<file path="config.mk">
export PLATFORM = sky130hd
export DESIGN_NAME = zone_occupancy_counter
export DESIGN_NICKNAME = d
export VERILOG_FILES = /design/src/rtl/parking_pkg.sv /design/src/rtl/zone_counter.sv /design/src/rtl/zone_occupancy_counter.sv
export SDC_FILE = /design/constraint.sdc
export NUM_CORES = 1
export LEC_CHECK = 0
export ABC_AREA = 1
export CAP_MARGIN = 20
export CORE_ASPECT_RATIO = 1.4
export CORE_MARGIN = 3
export CORE_UTILIZATION = 55
export DETAILED_ROUTE_END_ITERATION = 10
export PLACE_DENSITY = 0.9
export SYNTH_ARGS = -nofsm -noshare
export SYNTH_HDL_FRONTEND = slang
export SYNTH_SLANG_ARGS = --single-unit
</file>
<file path="constraint.sdc">
create_clock -name clk -period 13.63 [get_ports clk]
set_input_delay 2.726 -clock clk [delete_from_list [all_inputs] [get_ports clk]]
set_output_delay 2.726 -clock clk [all_outputs]
set_load 0.01 [all_outputs]
</file>
<file path="src/rtl/parking_pkg.sv">
`default_nettype none
// ============================================================================
//  Package     : parking_pkg
//  Description : Shared types, defaults and helpers for zone occupancy logic.
//  Revision    : 1.0  initial release
// ============================================================================
package parking_pkg;

  localparam int c_NUM_ZONES_DEF = 4;
  localparam int c_CNT_W_DEF     = 8;

  typedef struct packed {
    logic full;
    logic almost_full;
    logic over_capacity;
  } zone_flags_t;

  // Zone index width; a single zone still gets a 1-bit selector.
  function automatic int zidx_w(input int n);
    return (n <= 1) ? 1 : $clog2(n);
  endfunction

endpackage
`default_nettype wire

</file>
<file path="src/rtl/zone_counter.sv">
`default_nettype none
// ============================================================================
//  Module      : zone_counter
//  Description : One parking zone: occupancy/capacity registers, event
//                arbitration and registered status flags.
//  Revision    : 1.0  initial release
// ============================================================================
module zone_counter
  import parking_pkg::*;
#(
  parameter int CNT_W         = c_CNT_W_DEF,
  parameter int DEFAULT_CAP   = 200,
  parameter int ALMOST_MARGIN = 4
) (
  input  logic             clk,
  input  logic             reset_n,
  input  logic             i_entry,
  input  logic             i_exit,
  input  logic             i_cap_wr,
  input  logic [CNT_W-1:0] i_cap_data,
  output logic [CNT_W-1:0] o_count,
  output logic [CNT_W-1:0] o_avail,
  output zone_flags_t      o_flags,
  output logic             o_entry_reject,
  output logic             o_exit_underflow,
  output logic [CNT_W-1:0] o_count_nxt,
  output logic             o_full_nxt
);

  localparam logic [CNT_W-1:0] c_DEF_CAP = CNT_W'(DEFAULT_CAP);
  localparam logic [CNT_W-1:0] c_MARGIN  = CNT_W'(ALMOST_MARGIN);

  logic [CNT_W-1:0] r_count;
  logic [CNT_W-1:0] r_cap;
  logic [CNT_W-1:0] r_avail;
  zone_flags_t      r_flags;
  logic             r_reject;
  logic             r_underflow;

  logic             w_entry_only;
  logic             w_exit_only;
  logic             w_has_room;
  logic             w_inc;
  logic             w_dec;
  logic             w_reject;
  logic             w_underflow;
  logic [CNT_W-1:0] w_count_nxt;
  logic [CNT_W-1:0] w_cap_nxt;
  logic [CNT_W-1:0] w_avail_nxt;
  zone_flags_t      w_flags_nxt;

  // Simultaneous entry and exit cancel out, so neither raises an error pulse.
  assign w_entry_only = i_entry & ~i_exit;
  assign w_exit_only  = i_exit & ~i_entry;
  assign w_has_room   = (r_count < r_cap);

  assign w_inc       = w_entry_only & w_has_room;
  assign w_dec       = w_exit_only & (r_count != '0);
  assign w_reject    = w_entry_only & ~w_has_room;
  assign w_underflow = w_exit_only & (r_count == '0);

  always_comb begin
    w_count_nxt = r_count;
    if (w_inc) begin
      w_count_nxt = r_count + CNT_W'(1);
    end else if (w_dec) begin
      w_count_nxt = r_count - CNT_W'(1);
    end
  end

  // Events above are judged against the old capacity; the new one only
  // affects the flags derived below.
  assign w_cap_nxt = i_cap_wr ? i_cap_data : r_cap;

  always_comb begin
    w_flags_nxt               = '0;
    w_flags_nxt.full          = (w_count_nxt >= w_cap_nxt);
    w_flags_nxt.over_capacity = (w_count_nxt > w_cap_nxt);
    w_avail_nxt               = w_flags_nxt.full ? '0 : (w_cap_nxt - w_count_nxt);
    w_flags_nxt.almost_full   = ~w_flags_nxt.full & (w_avail_nxt <= c_MARGIN);
  end

  always_ff @(posedge clk or negedge reset_n) begin
    if (!reset_n) begin
      r_count               <= '0;
      r_cap                 <= c_DEF_CAP;
      r_avail               <= c_DEF_CAP;
      r_flags.full          <= (c_DEF_CAP == '0);
      r_flags.almost_full   <= 1'b0;
      r_flags.over_capacity <= 1'b0;
      r_reject              <= 1'b0;
      r_underflow           <= 1'b0;
    end else begin
      r_count     <= w_count_nxt;
      r_cap       <= w_cap_nxt;
      r_avail     <= w_avail_nxt;
      r_flags     <= w_flags_nxt;
      r_reject    <= w_reject;
      r_underflow <= w_underflow;
    end
  end

  assign o_count          = r_count;
  assign o_avail          = r_avail;
  assign o_flags          = r_flags;
  assign o_entry_reject   = r_reject;
  assign o_exit_underflow = r_underflow;
  assign o_count_nxt      = w_count_nxt;
  assign o_full_nxt       = w_flags_nxt.full;

endmodule
`default_nettype wire

</file>
<file path="src/rtl/zone_occupancy_counter.sv">
`default_nettype none
// ============================================================================
//  Module      : zone_occupancy_counter
//  Description : Multi-zone parking occupancy tracker with programmable
//                per-zone capacity and lot-wide aggregate outputs.
//  Revision    : 1.0  initial release
// ============================================================================
module zone_occupancy_counter
  import parking_pkg::*;
#(
  parameter int NUM_ZONES     = c_NUM_ZONES_DEF,
  parameter int CNT_W         = c_CNT_W_DEF,
  parameter int DEFAULT_CAP   = 200,
  parameter int ALMOST_MARGIN = 4,
  parameter int ZIDX_W        = zidx_w(NUM_ZONES)
) (
  input  logic                       clk,
  input  logic                       reset_n,
  input  logic [NUM_ZONES-1:0]       i_entry_pulse,
  input  logic [NUM_ZONES-1:0]       i_exit_pulse,
  input  logic                       i_cap_wr_en,
  input  logic [ZIDX_W-1:0]          i_cap_wr_zone,
  input  logic [CNT_W-1:0]           i_cap_wr_data,
  output logic [NUM_ZONES*CNT_W-1:0] o_zone_count,
  output logic [NUM_ZONES*CNT_W-1:0] o_zone_avail,
  output logic [NUM_ZONES-1:0]       o_zone_full,
  output logic [NUM_ZONES-1:0]       o_zone_almost_full,
  output logic [NUM_ZONES-1:0]       o_over_capacity,
  output logic [NUM_ZONES-1:0]       o_entry_reject,
  output logic [NUM_ZONES-1:0]       o_exit_underflow,
  output logic [CNT_W+ZIDX_W-1:0]    o_total_count,
  output logic                       o_lot_full
);

  localparam int TOT_W = CNT_W + ZIDX_W;

  logic [NUM_ZONES-1:0] w_cap_wr;
  logic [CNT_W-1:0]     w_cnt_nxt [NUM_ZONES];
  logic [NUM_ZONES-1:0] w_full_nxt;
  zone_flags_t          w_flags   [NUM_ZONES];
  logic [TOT_W-1:0]     w_total_nxt;
  logic [TOT_W-1:0]     r_total;
  logic                 r_lot_full;

  generate
    for (genvar z = 0; z < NUM_ZONES; z++) begin : g_zone
      // Out-of-range zone indices never match, so such writes are dropped.
      assign w_cap_wr[z] = i_cap_wr_en && (i_cap_wr_zone == ZIDX_W'(z));

      zone_counter #(
        .CNT_W         (CNT_W),
        .DEFAULT_CAP   (DEFAULT_CAP),
        .ALMOST_MARGIN (ALMOST_MARGIN)
      ) u_zone (
        .clk              (clk),
        .reset_n          (reset_n),
        .i_entry          (i_entry_pulse[z]),
        .i_exit           (i_exit_pulse[z]),
        .i_cap_wr         (w_cap_wr[z]),
        .i_cap_data       (i_cap_wr_data),
        .o_count          (o_zone_count[z*CNT_W +: CNT_W]),
        .o_avail          (o_zone_avail[z*CNT_W +: CNT_W]),
        .o_flags          (w_flags[z]),
        .o_entry_reject   (o_entry_reject[z]),
        .o_exit_underflow (o_exit_underflow[z]),
        .o_count_nxt      (w_cnt_nxt[z]),
        .o_full_nxt       (w_full_nxt[z])
      );

      assign o_zone_full[z]        = w_flags[z].full;
      assign o_zone_almost_full[z] = w_flags[z].almost_full;
      assign o_over_capacity[z]    = w_flags[z].over_capacity;
    end
  endgenerate

  // Aggregates are built from next-state zone values to match zone latency.
  always_comb begin
    w_total_nxt = '0;
    for (int z = 0; z < NUM_ZONES; z++) begin
      w_total_nxt = w_total_nxt + TOT_W'(w_cnt_nxt[z]);
    end
  end

  always_ff @(posedge clk or negedge reset_n) begin
    if (!reset_n) begin
      r_total    <= '0;
      r_lot_full <= (DEFAULT_CAP == 0);
    end else begin
      r_total    <= w_total_nxt;
      r_lot_full <= &w_full_nxt;
    end
  end

  assign o_total_count = r_total;
  assign o_lot_full    = r_lot_full;

endmodule
`default_nettype wire

</file>
==> results of run 1 <==
cell families (layout without fill, tap and decap cells):
| kind of cell | count (synthesis) | after routing | share of synthesized area, % |
|---|---|---|---|
| xor+xnor | 42 | 42 | 4.231 |
| flops | 127 | 127 | 36.90 |
| simple gates | 450 | 450 | 24.38 |
| compound gates | 130 | 130 | 8.636 |
| buf+inv | 242 | 377 | 10.79 |
| fa+ha+maj | 95 | 95 | 15.05 |
metal layers:
layer	part of all wire, %	track usage, %	up-vias
met3	6.9	5.479	108
met5	0	0	-
met1	37	30.27	3651
li1	-	-	3689
met4	5.7	15.52	0
met2	51	48.82	348
area by class of cell:
cell class,count,share of cell area (%)
Clock buffer,22,4.545
Multi-Input combinational cell,717,42.68
Sequential cell,127,30.11
Tap cell,192,2.255
Timing Repair Buffer,116,10.85
Inverter,229,8.068
Clock inverter,10,1.491
sequential cells by signal, indices dropped and copies added (netlist names):
register and cells:
g_zone.u_zone.o_flags 12, o_lot_full 1, g_zone.u_zone.o_avail 32, g_zone.u_zone.o_count 32, g_zone.u_zone.o_entry_reject 4, o_total_count 10, g_zone.u_zone.r_cap 32, g_zone.u_zone.o_exit_underflow 4
power groups by stage:
stage,Sequential [mW],Clock [mW],Combinational [mW]
floorplan,0.681,0,1.35
finish,0.658,0.498,2.11
global placement,0.656,0,1.97
detailed placement,0.657,0,2.05
global route,0.673,0.518,2.34
CTS,0.655,0.499,2.09
worst max-delay path: stages:
cell,delay [ns]
sky130_fd_sc_hd__clkdlybuf4s50_1,0.50
sky130_fd_sc_hd__inv_1,0.05
sky130_fd_sc_hd__nor2_1,0.30
sky130_fd_sc_hd__nand3_2,0.23
sky130_fd_sc_hd__inv_1,0.14
sky130_fd_sc_hd__nand2_1,0.06
sky130_fd_sc_hd__nand2_1,0.09
sky130_fd_sc_hd__xor2_1,0.35
sky130_fd_sc_hd__fa_1,0.51
sky130_fd_sc_hd__fa_1,0.53
sky130_fd_sc_hd__inv_1,0.05
sky130_fd_sc_hd__ha_1,0.34
sky130_fd_sc_hd__a21oi_1,0.16
sky130_fd_sc_hd__nand2_1,0.10
sky130_fd_sc_hd__a21oi_1,0.14
sky130_fd_sc_hd__inv_1,0.05
sky130_fd_sc_hd__a21oi_1,0.22
sky130_fd_sc_hd__nor2_1,0.07
sky130_fd_sc_hd__o21ai_0,0.14
sky130_fd_sc_hd__nand2_1,0.09
sky130_fd_sc_hd__xor2_1,0.14
how the worst min path moves through the flow:
stage / start / slack [ns] / end
3_5_place_dp: g_zone[2].u_zone.r_cap[5]$_DFF_PN0_ / 0.52 / g_zone[2].u_zone.r_cap[5]$_DFF_PN0_
3_3_place_gp: g_zone[2].u_zone.r_cap[4]$_DFF_PN0_ / 0.51 / g_zone[2].u_zone.r_cap[4]$_DFF_PN0_
5_1_grt: g_zone[3].u_zone.r_cap[6]$_DFF_PN1_ / 0.58 / g_zone[3].u_zone.r_cap[6]$_DFF_PN1_
6_report: g_zone[3].u_zone.r_cap[4]$_DFF_PN0_ / 0.54 / g_zone[3].u_zone.r_cap[4]$_DFF_PN0_
2_1_floorplan: g_zone[0].u_zone.r_cap[5]$_DFF_PN0_ / 0.49 / g_zone[0].u_zone.r_cap[5]$_DFF_PN0_
4_1_cts: g_zone[3].u_zone.r_cap[4]$_DFF_PN0_ / 0.54 / g_zone[3].u_zone.r_cap[4]$_DFF_PN0_
cells in the final DEF, fill, tap and decap left out, types with 5 or more instances in the layout:
cell type | synthesis | final
sky130_fd_sc_hd__inv_1 | 218 | 218
sky130_fd_sc_hd__nand2_1 | 208 | 208
sky130_fd_sc_hd__clkdlybuf4s50_1 | 0 | 114
sky130_fd_sc_hd__dfrtp_1 | 103 | 103
sky130_fd_sc_hd__nor2_1 | 80 | 80
sky130_fd_sc_hd__ha_1 | 79 | 79
sky130_fd_sc_hd__nand3_1 | 61 | 61
sky130_fd_sc_hd__a21oi_1 | 47 | 47
sky130_fd_sc_hd__o21ai_0 | 47 | 47
sky130_fd_sc_hd__xor2_1 | 35 | 35
sky130_fd_sc_hd__nand4_1 | 31 | 31
sky130_fd_sc_hd__dfstp_2 | 24 | 24
sky130_fd_sc_hd__clkbuf_16 | 0 | 17
sky130_fd_sc_hd__nor3_1 | 16 | 16
sky130_fd_sc_hd__fa_1 | 16 | 16
sky130_fd_sc_hd__nand2_2 | 15 | 15
sky130_fd_sc_hd__inv_2 | 11 | 11
sky130_fd_sc_hd__nor2_2 | 9 | 9
sky130_fd_sc_hd__nand3_2 | 7 | 7
sky130_fd_sc_hd__nand2_4 | 7 | 7
sky130_fd_sc_hd__xnor2_1 | 7 | 7
sky130_fd_sc_hd__o21bai_1 | 6 | 6
sky130_fd_sc_hd__o21a_1 | 5 | 5
metrics by stage:
stage	setup slack [ns]	power [mW]
final	6.959	3.262
after global routing	6.593	3.532
after CTS	7.014	3.244
after detailed placement	6.633	2.703
after global placement	6.791	2.627
after floorplan	7.575	2.027
==> report_table.html, run 1 <==
<table>
<tr><th>Metric</th><th>Value</th></tr>
<tr><th colspan="2">CTS</th></tr>
<tr><td>Number of setup buffers added after CTS</td><td>0</td></tr>
<tr><td>CTS clock-pin slew for the worst setup and hold paths</td><td>0.06 ns</td></tr>
<tr><td>TritonCTS sink count</td><td>127</td></tr>
<tr><td>Number of buffers added to fix hold violations after cts</td><td>0</td></tr>
<tr><td>CTS tree</td><td>built</td></tr>
<tr><td>Max Root-Sink Buffers</td><td>2</td></tr>
<tr><td>PostCTS Resize Cnt</td><td>0</td></tr>
<tr><td>Number of levels the H-tree was split into</td><td>4</td></tr>
<tr><td>Cell at the root of the clock tree</td><td>sky130_fd_sc_hd__clkbuf_16</td></tr>
<tr><td>Clk_lat worst skew</td><td>0.43 ns</td></tr>
<tr><td>Clock buffers created by TritonCTS</td><td>17</td></tr>
<tr><th colspan="2">Worst setup path</th></tr>
<tr><td>Startpoint of the worst setup timing path</td><td>i_entry_pulse[1]</td></tr>
<tr><td>RR Startpoint</td><td>g_zone[2].u_zone.o_count[1]$_DFF_PN0_</td></tr>
<tr><td>Worst reg-to-reg path cell count</td><td>23</td></tr>
<tr><td>Largest fanout on the critical path</td><td>8</td></tr>
<tr><td>Kind of capture point of the worst setup path</td><td>flip-flop</td></tr>
<tr><td>Required time at the endpoint of the critical path</td><td>13.94 ns</td></tr>
<tr><td>Critical Setup Path Class</td><td>input pin to flip-flop</td></tr>
<tr><td>R2r setup slk</td><td>8.58 ns</td></tr>
<tr><td>Worst reg2reg endpoint</td><td>o_total_count[8]$_DFF_PN0_</td></tr>
<tr><td>Worst Setup Start Kind</td><td>input pin</td></tr>
<tr><td>Critical path capture point</td><td>o_total_count[8]$_DFF_PN0_</td></tr>
<tr><td>Critical Path AT</td><td>6.98 ns</td></tr>
<tr><th colspan="2">Floorplanning</th></tr>
<tr><td>Die ar.</td><td>17370 µm²</td></tr>
<tr><td>Top-level port count</td><td>116</td></tr>
<tr><td>Row count</td><td>53</td></tr>
<tr><td>Starting Density</td><td>57.00%</td></tr>
<tr><td>Vertical extent of the die</td><td>154.8 µm</td></tr>
<tr><td>Placeable core region</td><td>15250 µm²</td></tr>
<tr><td>DIE WIDTH</td><td>112.3 µm</td></tr>
<tr><th colspan="2">Synthesis</th></tr>
<tr><td>Cell type with the largest total area after synthesis</td><td>sky130_fd_sc_hd__dfrtp_1</td></tr>
<tr><td>Cell with the most instances after synthesis</td><td>sky130_fd_sc_hd__inv_1</td></tr>
<tr><td>Leading register cell type out of synthesis</td><td>sky130_fd_sc_hd__dfrtp_1</td></tr>
<tr><td>Area share of the largest cell type after synthesis</td><td>29.65%</td></tr>
<tr><td>Async set-or-reset flop fraction in the synthesized netlist</td><td>100.0%</td></tr>
<tr><td>Number of distinct library cell variants in the gate-level netlist after synthesis</td><td>46</td></tr>
<tr><td>Number of enable flip-flop cells after synthesis</td><td>0</td></tr>
<tr><td>Netlist area before placement</td><td>8693 µm²</td></tr>
<tr><td>Fraction of the yosys area taken by sequential cells</td><td>36.90%</td></tr>
<tr><td>Most frequent cells after synthesis</td><td>sky130_fd_sc_hd__inv_1, sky130_fd_sc_hd__nand2_1, sky130_fd_sc_hd__dfrtp_1</td></tr>
<tr><td>Cell count after synthesis</td><td>1086</td></tr>
<tr><td>Number of synthesis warnings</td><td>0</td></tr>
<tr><td>Average footprint of a synthesized cell</td><td>8.005 µm²</td></tr>
<tr><td>Synthesis-stage register bit count</td><td>127</td></tr>
<tr><td>Total nets after synthesis</td><td>1202</td></tr>
<tr><td>Largest cells by area after synthesis</td><td>sky130_fd_sc_hd__dfrtp_1, sky130_fd_sc_hd__ha_1, sky130_fd_sc_hd__inv_1</td></tr>
<tr><th colspan="2">GRT</th></tr>
<tr><td>Number of global-route vias before repair</td><td>8033</td></tr>
<tr><td>Maximum number of pins on one net before global-route repair</td><td>68</td></tr>
<tr><td>Total congestion overflow after global routing</td><td>0</td></tr>
<tr><td>Antenna violations before repair</td><td>0</td></tr>
<tr><td>Global-route wire length before repair</td><td>38070 µm</td></tr>
<tr><td>Total global routing track utilization</td><td>27.44%</td></tr>
<tr><th colspan="2">STA</th></tr>
<tr><td>WHS</td><td>0.5394 ns</td></tr>
<tr><td>Tightest Pin Transition</td><td>0.8104 ns</td></tr>
<tr><td>Fin crit period</td><td>6.671 ns</td></tr>
<tr><td>Setup total negative slack</td><td>0 ns</td></tr>
<tr><td>Final critical-path share of the clock period</td><td>48.95%</td></tr>
<tr><td>Final count of negative-setup-slack endpoints</td><td>0</td></tr>
<tr><td>Clock skew</td><td>0.005927 ns</td></tr>
<tr><td>RSZ-0062 raised after global routing</td><td>false</td></tr>
<tr><td>F_max</td><td>149.9 MHz</td></tr>
<tr><td>Hold Vio Cnt, Final</td><td>0</td></tr>
<tr><td>Number of pins with negative max-slew slack in the final report</td><td>0</td></tr>
<tr><td>Relative slew slack</td><td>45.97%</td></tr>
<tr><th colspan="2">Layout</th></tr>
<tr><td>ANT cells</td><td>0</td></tr>
<tr><td>Final cell count without fillers</td><td>1413</td></tr>
<tr><td>Fraction of final layout cells with drive strength greater than 1</td><td>9.500%</td></tr>
<tr><td>Layout filler cell count</td><td>1119</td></tr>
<tr><td>Fin nets</td><td>1324</td></tr>
<tr><td>Final design utilization</td><td>69.85%</td></tr>
<tr><td>Sequential cell area</td><td>3208 µm²</td></tr>
<tr><td>Area taken by multi-input logic gates</td><td>4547 µm²</td></tr>
<tr><td>Signed area change from the synthesized netlist to the final layout</td><td>22.55%</td></tr>
<tr><td>Area of all placed cells without fillers</td><td>10650 µm²</td></tr>
<tr><th colspan="2">Detailed routing</th></tr>
<tr><td>Detail-routed via count per cell</td><td>5.517</td></tr>
<tr><td>WL/cell</td><td>16.33 µm</td></tr>
<tr><td>Routed via count</td><td>7796</td></tr>
<tr><td>Detailed Route Iter0 Violations</td><td>597</td></tr>
<tr><td>Final routed DRC violation total</td><td>0</td></tr>
<tr><td>First-pass detailed-route iteration total</td><td>5</td></tr>
<tr><td>Total Routed Length</td><td>23070 µm</td></tr>
<tr><td>Count of nets left with antenna violations after detail routing</td><td>0</td></tr>
<tr><th colspan="2">Placement</th></tr>
<tr><td>Placed Instance Area</td><td>10010 µm²</td></tr>
<tr><td>Number of cells after detailed placement</td><td>1381</td></tr>
<tr><td>Count of input and output buffers</td><td>115</td></tr>
<tr><td>Detailed placement HPWL</td><td>17010 µm</td></tr>
<tr><td>Routability cong.</td><td>0.9581</td></tr>
<tr><th colspan="2">Hold path</th></tr>
<tr><td>Path class of the lowest-slack min-delay path</td><td>flip-flop to flip-flop</td></tr>
<tr><td>Number of cells on the worst hold path</td><td>2</td></tr>
<tr><th colspan="2">Pwr</th></tr>
<tr><td>Worst supply voltage drop on vdd</td><td>0.0002708 V</td></tr>
<tr><td>Net switching share of the total power</td><td>48.42%</td></tr>
<tr><td>Sequential share of power</td><td>20.2%</td></tr>
<tr><td>Proportion of power drawn by combinational gates</td><td>64.6%</td></tr>
<tr><td>Power density over the cells</td><td>306.2 nW/µm²</td></tr>
<tr><td>Standby leakage power</td><td>5.609 nW</td></tr>
<tr><td>Clock network fraction of total power</td><td>15.3%</td></tr>
<tr><td>Sw power</td><td>1.579 mW</td></tr>
<tr><td>Internal cell power</td><td>1.682 mW</td></tr>
<tr><th colspan="2">Run</th></tr>
<tr><td>Max capacitance violation total</td><td>0</td></tr>
<tr><th colspan="2">Status</th></tr>
<tr><td>Run status</td><td>completed</td></tr>
</table>
No activity file was read; power rests on OpenSTA's default activity.
==> run 2: changes to the inputs <==
--- a/config.mk
+++ b/config.mk
@@ -9,9 +9,9 @@
 export CAP_MARGIN = 20
 export CORE_ASPECT_RATIO = 1.4
 export CORE_MARGIN = 3
-export CORE_UTILIZATION = 55
+export CORE_UTILIZATION = 51
 export DETAILED_ROUTE_END_ITERATION = 10
-export PLACE_DENSITY = 0.9
+export PLACE_DENSITY = 0.88
 export SYNTH_ARGS = -nofsm -noshare
 export SYNTH_HDL_FRONTEND = slang
 export SYNTH_SLANG_ARGS = --single-unit
==> constraint.sdc (replaced) <==
create_clock -name clk -period 6 [get_ports clk]
set_input_delay 1.2 -clock clk [delete_from_list [all_inputs] [get_ports clk]]
set_output_delay 1.2 -clock clk [all_outputs]
set_load 0.01 [all_outputs]
==> run 2 against run 1 <==
Combinational power up 130%. Power up 130%. Critical endpoint unchanged. Routed wire length about the same. Via count down 1.1%. Global-route usage down 1.8 points.
==> report_table.html, run 2 (synthesis gave the netlist of run 1 again) <==
<table>
<tr><th>Metric</th><th>Value</th></tr>
<tr><th colspan="2">Status</th></tr>
<tr><td>Run status</td><td>completed</td></tr>
<tr><th colspan="2">Worst setup path</th></tr>
<tr><td>Kind of capture point of the worst setup path</td><td>flip-flop</td></tr>
<tr><td>Largest fanout on the critical path</td><td>8</td></tr>
<tr><td>R2r setup slk</td><td>0.89 ns</td></tr>
<tr><td>RR Startpoint</td><td>g_zone[2].u_zone.o_count[1]$_DFF_PN0_</td></tr>
<tr><td>Worst reg-to-reg path cell count</td><td>23</td></tr>
<tr><td>Critical path capture point</td><td>o_total_count[8]$_DFF_PN0_</td></tr>
<tr><td>Startpoint of the worst setup timing path</td><td>i_entry_pulse[1]</td></tr>
<tr><td>Worst reg2reg endpoint</td><td>o_total_count[8]$_DFF_PN0_</td></tr>
<tr><td>Critical Path AT</td><td>5.56 ns</td></tr>
<tr><td>Required time at the endpoint of the critical path</td><td>6.30 ns</td></tr>
<tr><td>Worst Setup Start Kind</td><td>input pin</td></tr>
<tr><td>Critical Setup Path Class</td><td>input pin to flip-flop</td></tr>
<tr><th colspan="2">STA</th></tr>
<tr><td>Setup total negative slack</td><td>0 ns</td></tr>
<tr><td>Number of pins with negative max-slew slack in the final report</td><td>0</td></tr>
<tr><td>Final critical-path share of the clock period</td><td>87.68%</td></tr>
<tr><td>Clock skew</td><td>0.01070 ns</td></tr>
<tr><td>Final count of negative-setup-slack endpoints</td><td>0</td></tr>
<tr><td>Fin crit period</td><td>5.261 ns</td></tr>
<tr><td>WHS</td><td>0.5514 ns</td></tr>
<tr><td>Tightest Pin Transition</td><td>0.6342 ns</td></tr>
<tr><td>F_max</td><td>190.1 MHz</td></tr>
<tr><td>RSZ-0062 raised after global routing</td><td>false</td></tr>
<tr><td>Hold Vio Cnt, Final</td><td>0</td></tr>
<tr><td>Relative slew slack</td><td>57.60%</td></tr>
<tr><th colspan="2">CTS</th></tr>
<tr><td>Number of levels the H-tree was split into</td><td>4</td></tr>
<tr><td>TritonCTS sink count</td><td>127</td></tr>
<tr><td>PostCTS Resize Cnt</td><td>0</td></tr>
<tr><td>Clock buffers created by TritonCTS</td><td>17</td></tr>
<tr><td>Clk_lat worst skew</td><td>0.42 ns</td></tr>
<tr><td>Number of buffers added to fix hold violations after cts</td><td>0</td></tr>
<tr><td>Number of setup buffers added after CTS</td><td>0</td></tr>
<tr><td>CTS tree</td><td>built</td></tr>
<tr><td>CTS clock-pin slew for the worst setup and hold paths</td><td>0.05 ns</td></tr>
<tr><td>Cell at the root of the clock tree</td><td>sky130_fd_sc_hd__clkbuf_16</td></tr>
<tr><td>Max Root-Sink Buffers</td><td>2</td></tr>
<tr><th colspan="2">Floorplanning</th></tr>
<tr><td>Vertical extent of the die</td><td>160.5 µm</td></tr>
<tr><td>Row count</td><td>55</td></tr>
<tr><td>Die ar.</td><td>18670 µm²</td></tr>
<tr><td>DIE WIDTH</td><td>116.3 µm</td></tr>
<tr><td>Placeable core region</td><td>16450 µm²</td></tr>
<tr><td>Top-level port count</td><td>116</td></tr>
<tr><td>Starting Density</td><td>52.86%</td></tr>
<tr><th colspan="2">Layout</th></tr>
<tr><td>Layout filler cell count</td><td>1298</td></tr>
<tr><td>Fraction of final layout cells with drive strength greater than 1</td><td>9.567%</td></tr>
<tr><td>Commonest non-fill, non-tap cells in the layout</td><td>sky130_fd_sc_hd__inv_1, sky130_fd_sc_hd__nand2_1, sky130_fd_sc_hd__clkdlybuf4s50_1, sky130_fd_sc_hd__dfrtp_1, sky130_fd_sc_hd__nor2_1</td></tr>
<tr><td>Area taken by multi-input logic gates</td><td>4547 µm²</td></tr>
<tr><td>Leading cell type in the layout, fill and taps excluded</td><td>sky130_fd_sc_hd__inv_1</td></tr>
<tr><td>Sequential cell area</td><td>3208 µm²</td></tr>
<tr><td>ANT cells</td><td>0</td></tr>
<tr><td>Signed area change from the synthesized netlist to the final layout</td><td>22.39%</td></tr>
<tr><td>Fin nets</td><td>1326</td></tr>
<tr><th colspan="2">Pwr</th></tr>
<tr><td>Power density over the cells</td><td>690.3 nW/µm²</td></tr>
<tr><td>Worst supply voltage drop on vdd</td><td>0.0003894 V</td></tr>
<tr><td>Power, Total</td><td>7.345 mW</td></tr>
<tr><td>Standby leakage power</td><td>5.609 nW</td></tr>
<tr><th colspan="2">Placement</th></tr>
<tr><td>Routability cong.</td><td>0.9441</td></tr>
<tr><td>Detailed placement HPWL</td><td>17090 µm</td></tr>
<tr><td>Count of input and output buffers</td><td>115</td></tr>
<tr><th colspan="2">Detailed routing</th></tr>
<tr><td>Routed via count</td><td>7709</td></tr>
<tr><td>Detailed Route Iter0 Violations</td><td>586</td></tr>
<tr><td>First-pass detailed-route iteration total</td><td>5</td></tr>
<tr><td>Total Routed Length</td><td>23090 µm</td></tr>
<tr><td>WL/cell</td><td>16.24 µm</td></tr>
<tr><td>Final routed DRC violation total</td><td>0</td></tr>
<tr><td>Count of nets left with antenna violations after detail routing</td><td>0</td></tr>
<tr><td>Detail-routed via count per cell</td><td>5.421</td></tr>
<tr><th colspan="2">GRT</th></tr>
<tr><td>Total congestion overflow after global routing</td><td>0</td></tr>
<tr><td>Total global routing track utilization</td><td>25.60%</td></tr>
<tr><td>Global-route wire length before repair</td><td>37420 µm</td></tr>
<tr><td>Number of global-route vias before repair</td><td>7770</td></tr>
<tr><td>Maximum number of pins on one net before global-route repair</td><td>88</td></tr>
<tr><td>Antenna violations before repair</td><td>0</td></tr>
<tr><th colspan="2">Hold path</th></tr>
<tr><td>Path class of the lowest-slack min-delay path</td><td>flip-flop to flip-flop</td></tr>
<tr><td>Start point of the worst hold path</td><td>g_zone[3].u_zone.r_cap[6]$_DFF_PN1_</td></tr>
<tr><th colspan="2">Run</th></tr>
<tr><td>Max capacitance violation total</td><td>0</td></tr>
</table>
[run 2: changes by cell type in the layout (fill, tap and decap cells not counted), sizes merged]
cell	change
buf	+2
clkinvlp	-2
bufinv	-2
clkinv	+4
[run 2: worst min path at each step]
stage / end / slack, ns / cells after the start
after floorplan: g_zone[0].u_zone.r_cap[5]$_DFF_PN0_ / 0.49 / 2
after global placement: g_zone[2].u_zone.r_cap[5]$_DFF_PN0_ / 0.51 / 2
after detailed placement: g_zone[2].u_zone.r_cap[5]$_DFF_PN0_ / 0.52 / 2
after CTS: g_zone[2].u_zone.r_cap[3]$_DFF_PN1_ / 0.55 / 2
after global routing: g_zone[3].u_zone.r_cap[5]$_DFF_PN0_ / 0.57 / 2
final: g_zone[3].u_zone.r_cap[6]$_DFF_PN1_ / 0.55 / 2
[run 2: worst max-delay path, stage by stage]
cell and delay (ns):
sky130_fd_sc_hd__clkdlybuf4s50_1 0.50, sky130_fd_sc_hd__inv_1 0.05, sky130_fd_sc_hd__nor2_1 0.31, sky130_fd_sc_hd__nand3_2 0.22, sky130_fd_sc_hd__inv_1 0.15, sky130_fd_sc_hd__nand2_1 0.07, sky130_fd_sc_hd__nand2_1 0.09, sky130_fd_sc_hd__xor2_1 0.35
sky130_fd_sc_hd__fa_1 0.52, sky130_fd_sc_hd__fa_1 0.52, sky130_fd_sc_hd__inv_1 0.04, sky130_fd_sc_hd__ha_1 0.34, sky130_fd_sc_hd__a21oi_1 0.15, sky130_fd_sc_hd__nand2_1 0.10, sky130_fd_sc_hd__a21oi_1 0.14, sky130_fd_sc_hd__inv_1 0.06
sky130_fd_sc_hd__a21oi_1 0.27, sky130_fd_sc_hd__nor2_1 0.07, sky130_fd_sc_hd__o21ai_0 0.16, sky130_fd_sc_hd__nand2_1 0.09, sky130_fd_sc_hd__xor2_1 0.15
[run 2: area by class of cell]
type                            count  share of cell area, %
Clock buffer                       22                  4.457
Clock inverter                     10                  1.047
Inverter                          229                  8.079
Multi-Input combinational cell    717                  42.73
Sequential cell                   127                  30.15
Tap cell                          199                  2.340
Timing Repair Buffer              118                  11.19
[run 2: power breakdown]
group,switching [mW],leakage (nW),internal [mW],total (mW)
Combinational,2.94,3.83,1.88,4.82
Clock,0.384,0.294,0.642,1.03
Sequential,0.280,1.49,1.22,1.50
Total,3.60,5.61,3.74,7.35
[run 2: per-layer routing]
layer | part of all wire (%) | global-route usage (%) | up-vias
met2 | 52 | 45.21 | 322
met4 | 5.4 | 13.72 | 0
li1 | - | - | 3700
met1 | 37 | 28.20 | 3592
met3 | 5.5 | 5.164 | 95
met5 | 0 | 0 | -
[run 2: stage by stage]
step                      area (µm²)  util [%]  std cells  setup WS, ns
after floorplan                 8693         -       1086         1.471
after global placement         10030     60.97       1389        0.6774
after global routing           10640     64.69       1422        0.4923
after CTS                      10610     64.53       1421        0.8441
after detailed placement       10030     60.97       1389        0.5589
final                          10640     64.69       1422        0.7394
==> run 3: changes to the inputs <==
--- a/config.mk
+++ b/config.mk
@@ -8,7 +8,6 @@
 export ABC_AREA = 1
 export CAP_MARGIN = 20
 export CORE_ASPECT_RATIO = 1.4
-export CORE_MARGIN = 3
 export CORE_UTILIZATION = 51
 export DETAILED_ROUTE_END_ITERATION = 10
 export PLACE_DENSITY = 0.88
==> run 3 against run 2 <==
The flow now finishes with violations (DRC). Routed wire length decreased by 2.9%. Non-clock buffer count decreased by 1. Combinational power about the same. Die area decreased by 5.8%. First-iteration DRC count decreased by 24%. Critical endpoint unchanged. Global-route usage increased by 1.2 points. Count of clock-buffer cells in the layout decreased by 1. Largest cell class unchanged.
==> report_table.html, run 3 (synthesis gave the netlist of run 1 again) <==
<table>
<tr><th>Metric</th><th>Value</th></tr>
<tr><th colspan="2">CTS</th></tr>
<tr><td>Number of buffers added to fix hold violations after cts</td><td>0</td></tr>
<tr><td>PostCTS Resize Cnt</td><td>0</td></tr>
<tr><td>Clk_lat worst skew</td><td>0.43 ns</td></tr>
<tr><td>Max Root-Sink Buffers</td><td>2</td></tr>
<tr><td>TritonCTS sink count</td><td>127</td></tr>
<tr><td>Number of setup buffers added after CTS</td><td>0</td></tr>
<tr><td>Number of levels the H-tree was split into</td><td>4</td></tr>
<tr><td>CTS tree</td><td>built</td></tr>
<tr><td>Clock buffers created by TritonCTS</td><td>17</td></tr>
<tr><td>CTS clock-pin slew for the worst setup and hold paths</td><td>0.05 ns</td></tr>
<tr><td>Cell at the root of the clock tree</td><td>sky130_fd_sc_hd__clkbuf_16</td></tr>
<tr><th colspan="2">Floorplanning</th></tr>
<tr><td>Starting Density</td><td>51.91%</td></tr>
<tr><td>Vertical extent of the die</td><td>156.5 µm</td></tr>
<tr><td>Placeable core region</td><td>16750 µm²</td></tr>
<tr><td>Top-level port count</td><td>116</td></tr>
<tr><td>DIE WIDTH</td><td>112.3 µm</td></tr>
<tr><td>Row count</td><td>56</td></tr>
<tr><td>Die ar.</td><td>17580 µm²</td></tr>
<tr><th colspan="2">Worst setup path</th></tr>
<tr><td>Worst reg2reg endpoint</td><td>o_total_count[8]$_DFF_PN0_</td></tr>
<tr><td>Worst Setup Start Kind</td><td>flip-flop</td></tr>
<tr><td>Critical Setup Path Class</td><td>flip-flop to flip-flop</td></tr>
<tr><td>Required time at the endpoint of the critical path</td><td>6.31 ns</td></tr>
<tr><td>Kind of capture point of the worst setup path</td><td>flip-flop</td></tr>
<tr><td>Startpoint of the worst setup timing path</td><td>g_zone[2].u_zone.o_count[1]$_DFF_PN0_</td></tr>
<tr><td>Critical Path AT</td><td>5.42 ns</td></tr>
<tr><td>Largest fanout on the critical path</td><td>11</td></tr>
<tr><td>RR Startpoint</td><td>g_zone[2].u_zone.o_count[1]$_DFF_PN0_</td></tr>
<tr><td>Critical path capture point</td><td>o_total_count[8]$_DFF_PN0_</td></tr>
<tr><td>Worst reg-to-reg path cell count</td><td>23</td></tr>
<tr><td>R2r setup slk</td><td>0.89 ns</td></tr>
<tr><th colspan="2">GRT</th></tr>
<tr><td>Number of global-route vias before repair</td><td>7682</td></tr>
<tr><td>Total global routing track utilization</td><td>26.81%</td></tr>
<tr><td>Global-route wire length before repair</td><td>36020 µm</td></tr>
<tr><td>Maximum number of pins on one net before global-route repair</td><td>72</td></tr>
<tr><td>Total congestion overflow after global routing</td><td>0</td></tr>
<tr><td>Antenna violations before repair</td><td>0</td></tr>
<tr><th colspan="2">Run</th></tr>
<tr><td>Max capacitance violation total</td><td>0</td></tr>
<tr><th colspan="2">Layout</th></tr>
<tr><td>Fin nets</td><td>1325</td></tr>
<tr><td>Leading cell type in the layout, fill and taps excluded</td><td>sky130_fd_sc_hd__inv_1</td></tr>
<tr><td>Fraction of final layout cells with drive strength greater than 1</td><td>9.493%</td></tr>
<tr><td>ANT cells</td><td>0</td></tr>
<tr><td>Layout filler cell count</td><td>1302</td></tr>
<tr><td>Commonest non-fill, non-tap cells in the layout</td><td>sky130_fd_sc_hd__inv_1, sky130_fd_sc_hd__nand2_1, sky130_fd_sc_hd__clkdlybuf4s50_1, sky130_fd_sc_hd__dfrtp_1, sky130_fd_sc_hd__nor2_1</td></tr>
<tr><td>Final cell count without fillers</td><td>1425</td></tr>
<tr><td>Signed area change from the synthesized netlist to the final layout</td><td>22.84%</td></tr>
<tr><th colspan="2">Pwr</th></tr>
<tr><td>Power density over the cells</td><td>695.5 nW/µm²</td></tr>
<tr><td>Standby leakage power</td><td>5.619 nW</td></tr>
<tr><td>Worst supply voltage drop on vdd</td><td>0.0005555 V</td></tr>
<tr><th colspan="2">Placement</th></tr>
<tr><td>Count of input and output buffers</td><td>115</td></tr>
<tr><td>Number of cells after detailed placement</td><td>1393</td></tr>
<tr><td>Detailed placement HPWL</td><td>17100 µm</td></tr>
<tr><td>Routability cong.</td><td>0.9386</td></tr>
<tr><th colspan="2">Detailed routing</th></tr>
<tr><td>WL/cell</td><td>15.73 µm</td></tr>
<tr><td>Final routed DRC violation total</td><td>12</td></tr>
<tr><td>First-pass detailed-route iteration total</td><td>8</td></tr>
<tr><td>Detail-routed via count per cell</td><td>5.390</td></tr>
<tr><td>Total Routed Length</td><td>22420 µm</td></tr>
<tr><td>Detailed Route Iter0 Violations</td><td>447</td></tr>
<tr><td>Routed via count</td><td>7681</td></tr>
<tr><td>Count of nets left with antenna violations after detail routing</td><td>0</td></tr>
<tr><th colspan="2">STA</th></tr>
<tr><td>Final critical-path share of the clock period</td><td>85.20%</td></tr>
<tr><td>Clock skew</td><td>0.007827 ns</td></tr>
<tr><td>F_max</td><td>195.6 MHz</td></tr>
<tr><td>Hold Vio Cnt, Final</td><td>0</td></tr>
<tr><td>Final count of negative-setup-slack endpoints</td><td>0</td></tr>
<tr><td>Tightest Pin Transition</td><td>0.9078 ns</td></tr>
<tr><td>RSZ-0062 raised after global routing</td><td>false</td></tr>
<tr><td>Relative slew slack</td><td>39.48%</td></tr>
<tr><td>Fin crit period</td><td>5.112 ns</td></tr>
<tr><td>Number of pins with negative max-slew slack in the final report</td><td>0</td></tr>
<tr><td>Setup total negative slack</td><td>0 ns</td></tr>
<tr><th colspan="2">Status</th></tr>
<tr><td>Violated checks</td><td>DRC</td></tr>
<tr><td>Run status</td><td>finished, violations left</td></tr>
<tr><th colspan="2">Hold path</th></tr>
<tr><td>Path class of the lowest-slack min-delay path</td><td>flip-flop to flip-flop</td></tr>
</table>
-- run 3: changes by cell type in the layout (fill, tap and decap cells not counted), sizes merged --
cell / previous run / this run
buf: 4 / 3
clkinvlp: 0 / 1
bufinv: 2 / 5
clkbuf: 22 / 21
clkinv: 8 / 5
-- run 3: per-stage QoR --
step | total power, mW | instance area, µm² | hold slack (ns) | setup slack [ns] | utilization (%)
2_1_floorplan | 4.605 | 8693 | 0.4941 | 1.471 | -
3_3_place_gp | 6.013 | 10030 | 0.5121 | 0.6945 | 59.91
3_5_place_dp | 6.202 | 10030 | 0.5382 | 0.5058 | 59.91
4_1_cts | 7.413 | 10680 | 0.5468 | 0.9318 | 63.77
5_1_grt | 8.058 | 10680 | 0.5822 | 0.4818 | 63.77
6_report | 7.427 | 10680 | 0.5454 | 0.8878 | 63.77
-- run 3: worst min path at each step --
| stage | start | end | slack (ns) | cells past startpoint |
|---|---|---|---|---|
| 5_1_grt | g_zone[3].u_zone.r_cap[6]$_DFF_PN1_ | g_zone[3].u_zone.r_cap[6]$_DFF_PN1_ | 0.58 | 2 |
| 2_1_floorplan | g_zone[0].u_zone.r_cap[5]$_DFF_PN0_ | g_zone[0].u_zone.r_cap[5]$_DFF_PN0_ | 0.49 | 2 |
| 3_3_place_gp | g_zone[2].u_zone.r_cap[5]$_DFF_PN0_ | g_zone[2].u_zone.r_cap[5]$_DFF_PN0_ | 0.51 | 2 |
| 3_5_place_dp | g_zone[3].u_zone.r_cap[5]$_DFF_PN0_ | g_zone[3].u_zone.r_cap[5]$_DFF_PN0_ | 0.54 | 2 |
| 6_report | g_zone[2].u_zone.r_cap[6]$_DFF_PN1_ | g_zone[2].u_zone.r_cap[6]$_DFF_PN1_ | 0.55 | 2 |
| 4_1_cts | g_zone[2].u_zone.r_cap[7]$_DFF_PN1_ | g_zone[2].u_zone.r_cap[7]$_DFF_PN1_ | 0.55 | 2 |
-- run 3: routing by layer --
metal  share of wire (%)  up-vias  GRT usage (%)  wire [µm]
li1                    -     3697              -          -
met1                  37     3580          27.92       8280
met2                  51      309          48.74      11520
met3                 5.6       95          4.648       1255
met4                 6.1        0          19.11       1368
met5                   0        -              0          0
-- run 3: critical path: stages, from the launching register on --
cell	delay (ns)
sky130_fd_sc_hd__dfrtp_1	0.47
sky130_fd_sc_hd__ha_1	0.32
sky130_fd_sc_hd__a21boi_0	0.13
sky130_fd_sc_hd__o211ai_1	0.22
sky130_fd_sc_hd__nand2_1	0.10
sky130_fd_sc_hd__nand4_1	0.09
sky130_fd_sc_hd__nand2_1	0.06
sky130_fd_sc_hd__inv_1	0.07
sky130_fd_sc_hd__nand3_1	0.27
sky130_fd_sc_hd__o21ai_0	0.33
sky130_fd_sc_hd__xor2_1	0.38
sky130_fd_sc_hd__fa_1	0.52
sky130_fd_sc_hd__fa_1	0.52
sky130_fd_sc_hd__inv_1	0.04
sky130_fd_sc_hd__ha_1	0.36
sky130_fd_sc_hd__a21oi_1	0.17
sky130_fd_sc_hd__nand2_1	0.09
sky130_fd_sc_hd__a21oi_1	0.14
sky130_fd_sc_hd__inv_1	0.06
sky130_fd_sc_hd__a21oi_1	0.21
sky130_fd_sc_hd__nor2_1	0.06
sky130_fd_sc_hd__o21ai_0	0.15
sky130_fd_sc_hd__nand2_1	0.09
sky130_fd_sc_hd__xor2_1	0.15
-- run 3: power by group --
group | total [mW] | internal (mW) | switching [mW] | leakage, nW
Sequential | 1.50 | 1.22 | 0.281 | 1.49
Combinational | 4.79 | 1.89 | 2.90 | 3.81
Clock | 1.14 | 0.756 | 0.386 | 0.317
Total | 7.43 | 3.86 | 3.57 | 5.62
-- run 3: final cells by class --
| type | count | area (µm²) | share of cell area, % |
|---|---|---|---|
| Sequential cell | 127 | 3208 | 30.04 |
| Clock buffer | 21 | 460.4 | 4.312 |
| Multi-Input combinational cell | 717 | 4547 | 42.58 |
| Inverter | 229 | 859.6 | 8.049 |
| Timing Repair Buffer | 117 | 1164 | 10.90 |
| Clock inverter | 11 | 186.4 | 1.746 |
| Tap cell | 203 | 254.0 | 2.378 |
==> RTL change: new RTL, config.mk and constraints of run 3 <==
The output `o_total_count` loses its register stage (`r_total` becomes a continuous assignment).
--- a/src/rtl/zone_occupancy_counter.sv
+++ b/src/rtl/zone_occupancy_counter.sv
@@ -84,11 +84,11 @@
   always_ff @(posedge clk or negedge reset_n) begin
     if (!reset_n) begin
-      r_total    <= '0;
       r_lot_full <= (DEFAULT_CAP == 0);
     end else begin
-      r_total    <= w_total_nxt;
       r_lot_full <= &w_full_nxt;
     end
   end
+
+  assign r_total = w_total_nxt;
 
   assign o_total_count = r_total;
Formal check against the unedited RTL: not equivalent (Yosys sat finds a counterexample within 4 cycles, from zero or initial values and one cycle with reset_n low).
==> RTL change against run 3 <==
- the run ends with setup timing left
- cell area up 9.5%
- wire length up 36%
- area after synthesis down 2.5%
- sequential cell count down 10
- count of clock-buffer cells in the layout down 1
- setup slack worse by 1.4 ns
- largest cell class unchanged
Power is left out: the tool's default activity adds up to more than one toggle a clock period on the data nets, which glitch-free logic cannot reach.
==> RTL change: results (changes against run 3) <==
[yosys]
synth_commonest_cells=inv_1 (217), nand2_1 (196), dfrtp_1 (93)  ; was inv_1 (218), nand2_1 (208), dfrtp_1 (103)
synth_fp_nets=1183  ; was 1202
ys_top_cells_by_area=dfrtp_1 (27%), ha_1 (12%), inv_1 (9.6%)  ; was dfrtp_1 (30%), ha_1 (11%), inv_1 (9.4%)
synth_cell_types=49  ; was 46

[worst_setup_path]
crit_fanout=7  ; was 11
rr_worst_depth=24  ; was 23

[sta]
setup_violations=6  ; was 0
timing.final.ws_setup_ns=-0.540  ; was 0.888 ns
max_slew_margin_pct=48.1  ; was 39.5%
tns_ns=-1.94  ; was 0 ns
skew_ns=0.0142  ; was 0.00783 ns

[grt]
grt_use_met2_pct=58.4  ; was 48.7%
grt_use_met3_pct=7.05  ; was 4.65%
grt_pass1_vias=8760  ; was 7682

[routing]
m1WireLength_um=10200  ; was 8280 µm
route.met2.wl_um=14800  ; was 11500 µm
dr.pass1.iters=6  ; was 8
routed_via_density=5.86  ; was 5.39
wl_um=30600  ; was 22400 µm
drt_iter0_markers=948  ; was 447

[clocking]
clk_pin_slew_ns=0.07  ; was 0.05 ns

[run_status]
outcome=complete, but fails checks  ; unchanged
violations=setup timing  ; was DRC

[placed_design]
hpwl_um=18500  ; was 17100 µm
routabilityCongestion=0.984  ; was 0.939

[final_layout]
final_layout_size_suffix_gt1_share_pct=24.5  ; was 9.49%

[RTL change: cell types whose count changed after synthesis, moves of 5 or more]
cell,delta
a21oi_1,-7
dfrtp_1,-10
nand2_1,-12
nand2_2,+5
nand3_1,-5
nand4_1,-6
nor2_1,-6
[RTL change: final timing paths]
path / start / to / slack (ns)
setup / recovery: g_zone[1].u_zone.r_cap[5] / o_total_count[8] / -0.54
hold / removal: g_zone[0].u_zone.r_cap[7] / g_zone[0].u_zone.r_cap[7] / 0.56
setup reg to reg: g_zone[2].u_zone.o_count[0] / g_zone[2].u_zone.o_flags[1] / 1.24
hold reg to reg: g_zone[0].u_zone.r_cap[7] / g_zone[0].u_zone.r_cap[7] / 0.56
max in group asynchronous: reset_n / g_zone[1].u_zone.o_avail[5] / 3.90
min in group asynchronous: reset_n / g_zone[2].u_zone.o_avail[5] / 0.83
[RTL change: logic make-up (layout without fill, tap and decap cells)]
family	Yosys count	in the layout	share of synthesized area (%)
compound gates	132	132	9.14
xor+xnor	45	45	4.65
fa+ha+maj	95	95	15.4
buf+inv	245	501	11.3
flops	117	117	34.9
simple gates	433	433	24.5
[RTL change: final cells by class]
cell class                      count  area share (%)
Tap cell                          199            2.13
Clock inverter                     12            1.03
Sequential cell                   117            25.3
Inverter                          232            7.47
Timing Repair Buffer              237            17.6
Multi-Input combinational cell    705            42.6
Clock buffer                       20            3.90
[RTL change: through the flow]
step	setup WS, ns	area [µm²]
floorplan	0.221	8470
global placement	-0.851	10500
detailed placement	-0.893	10500
CTS	0.00277	11500
global route	-0.597	11700
finish	-0.540	11700
[RTL change: what timing repair did]
action	4_1_cts	5_1_grt
pin swaps	36	21
cloned	0	0
buffers inserted	14	7
resized for setup	86	51
setup endpoints to repair	8	8
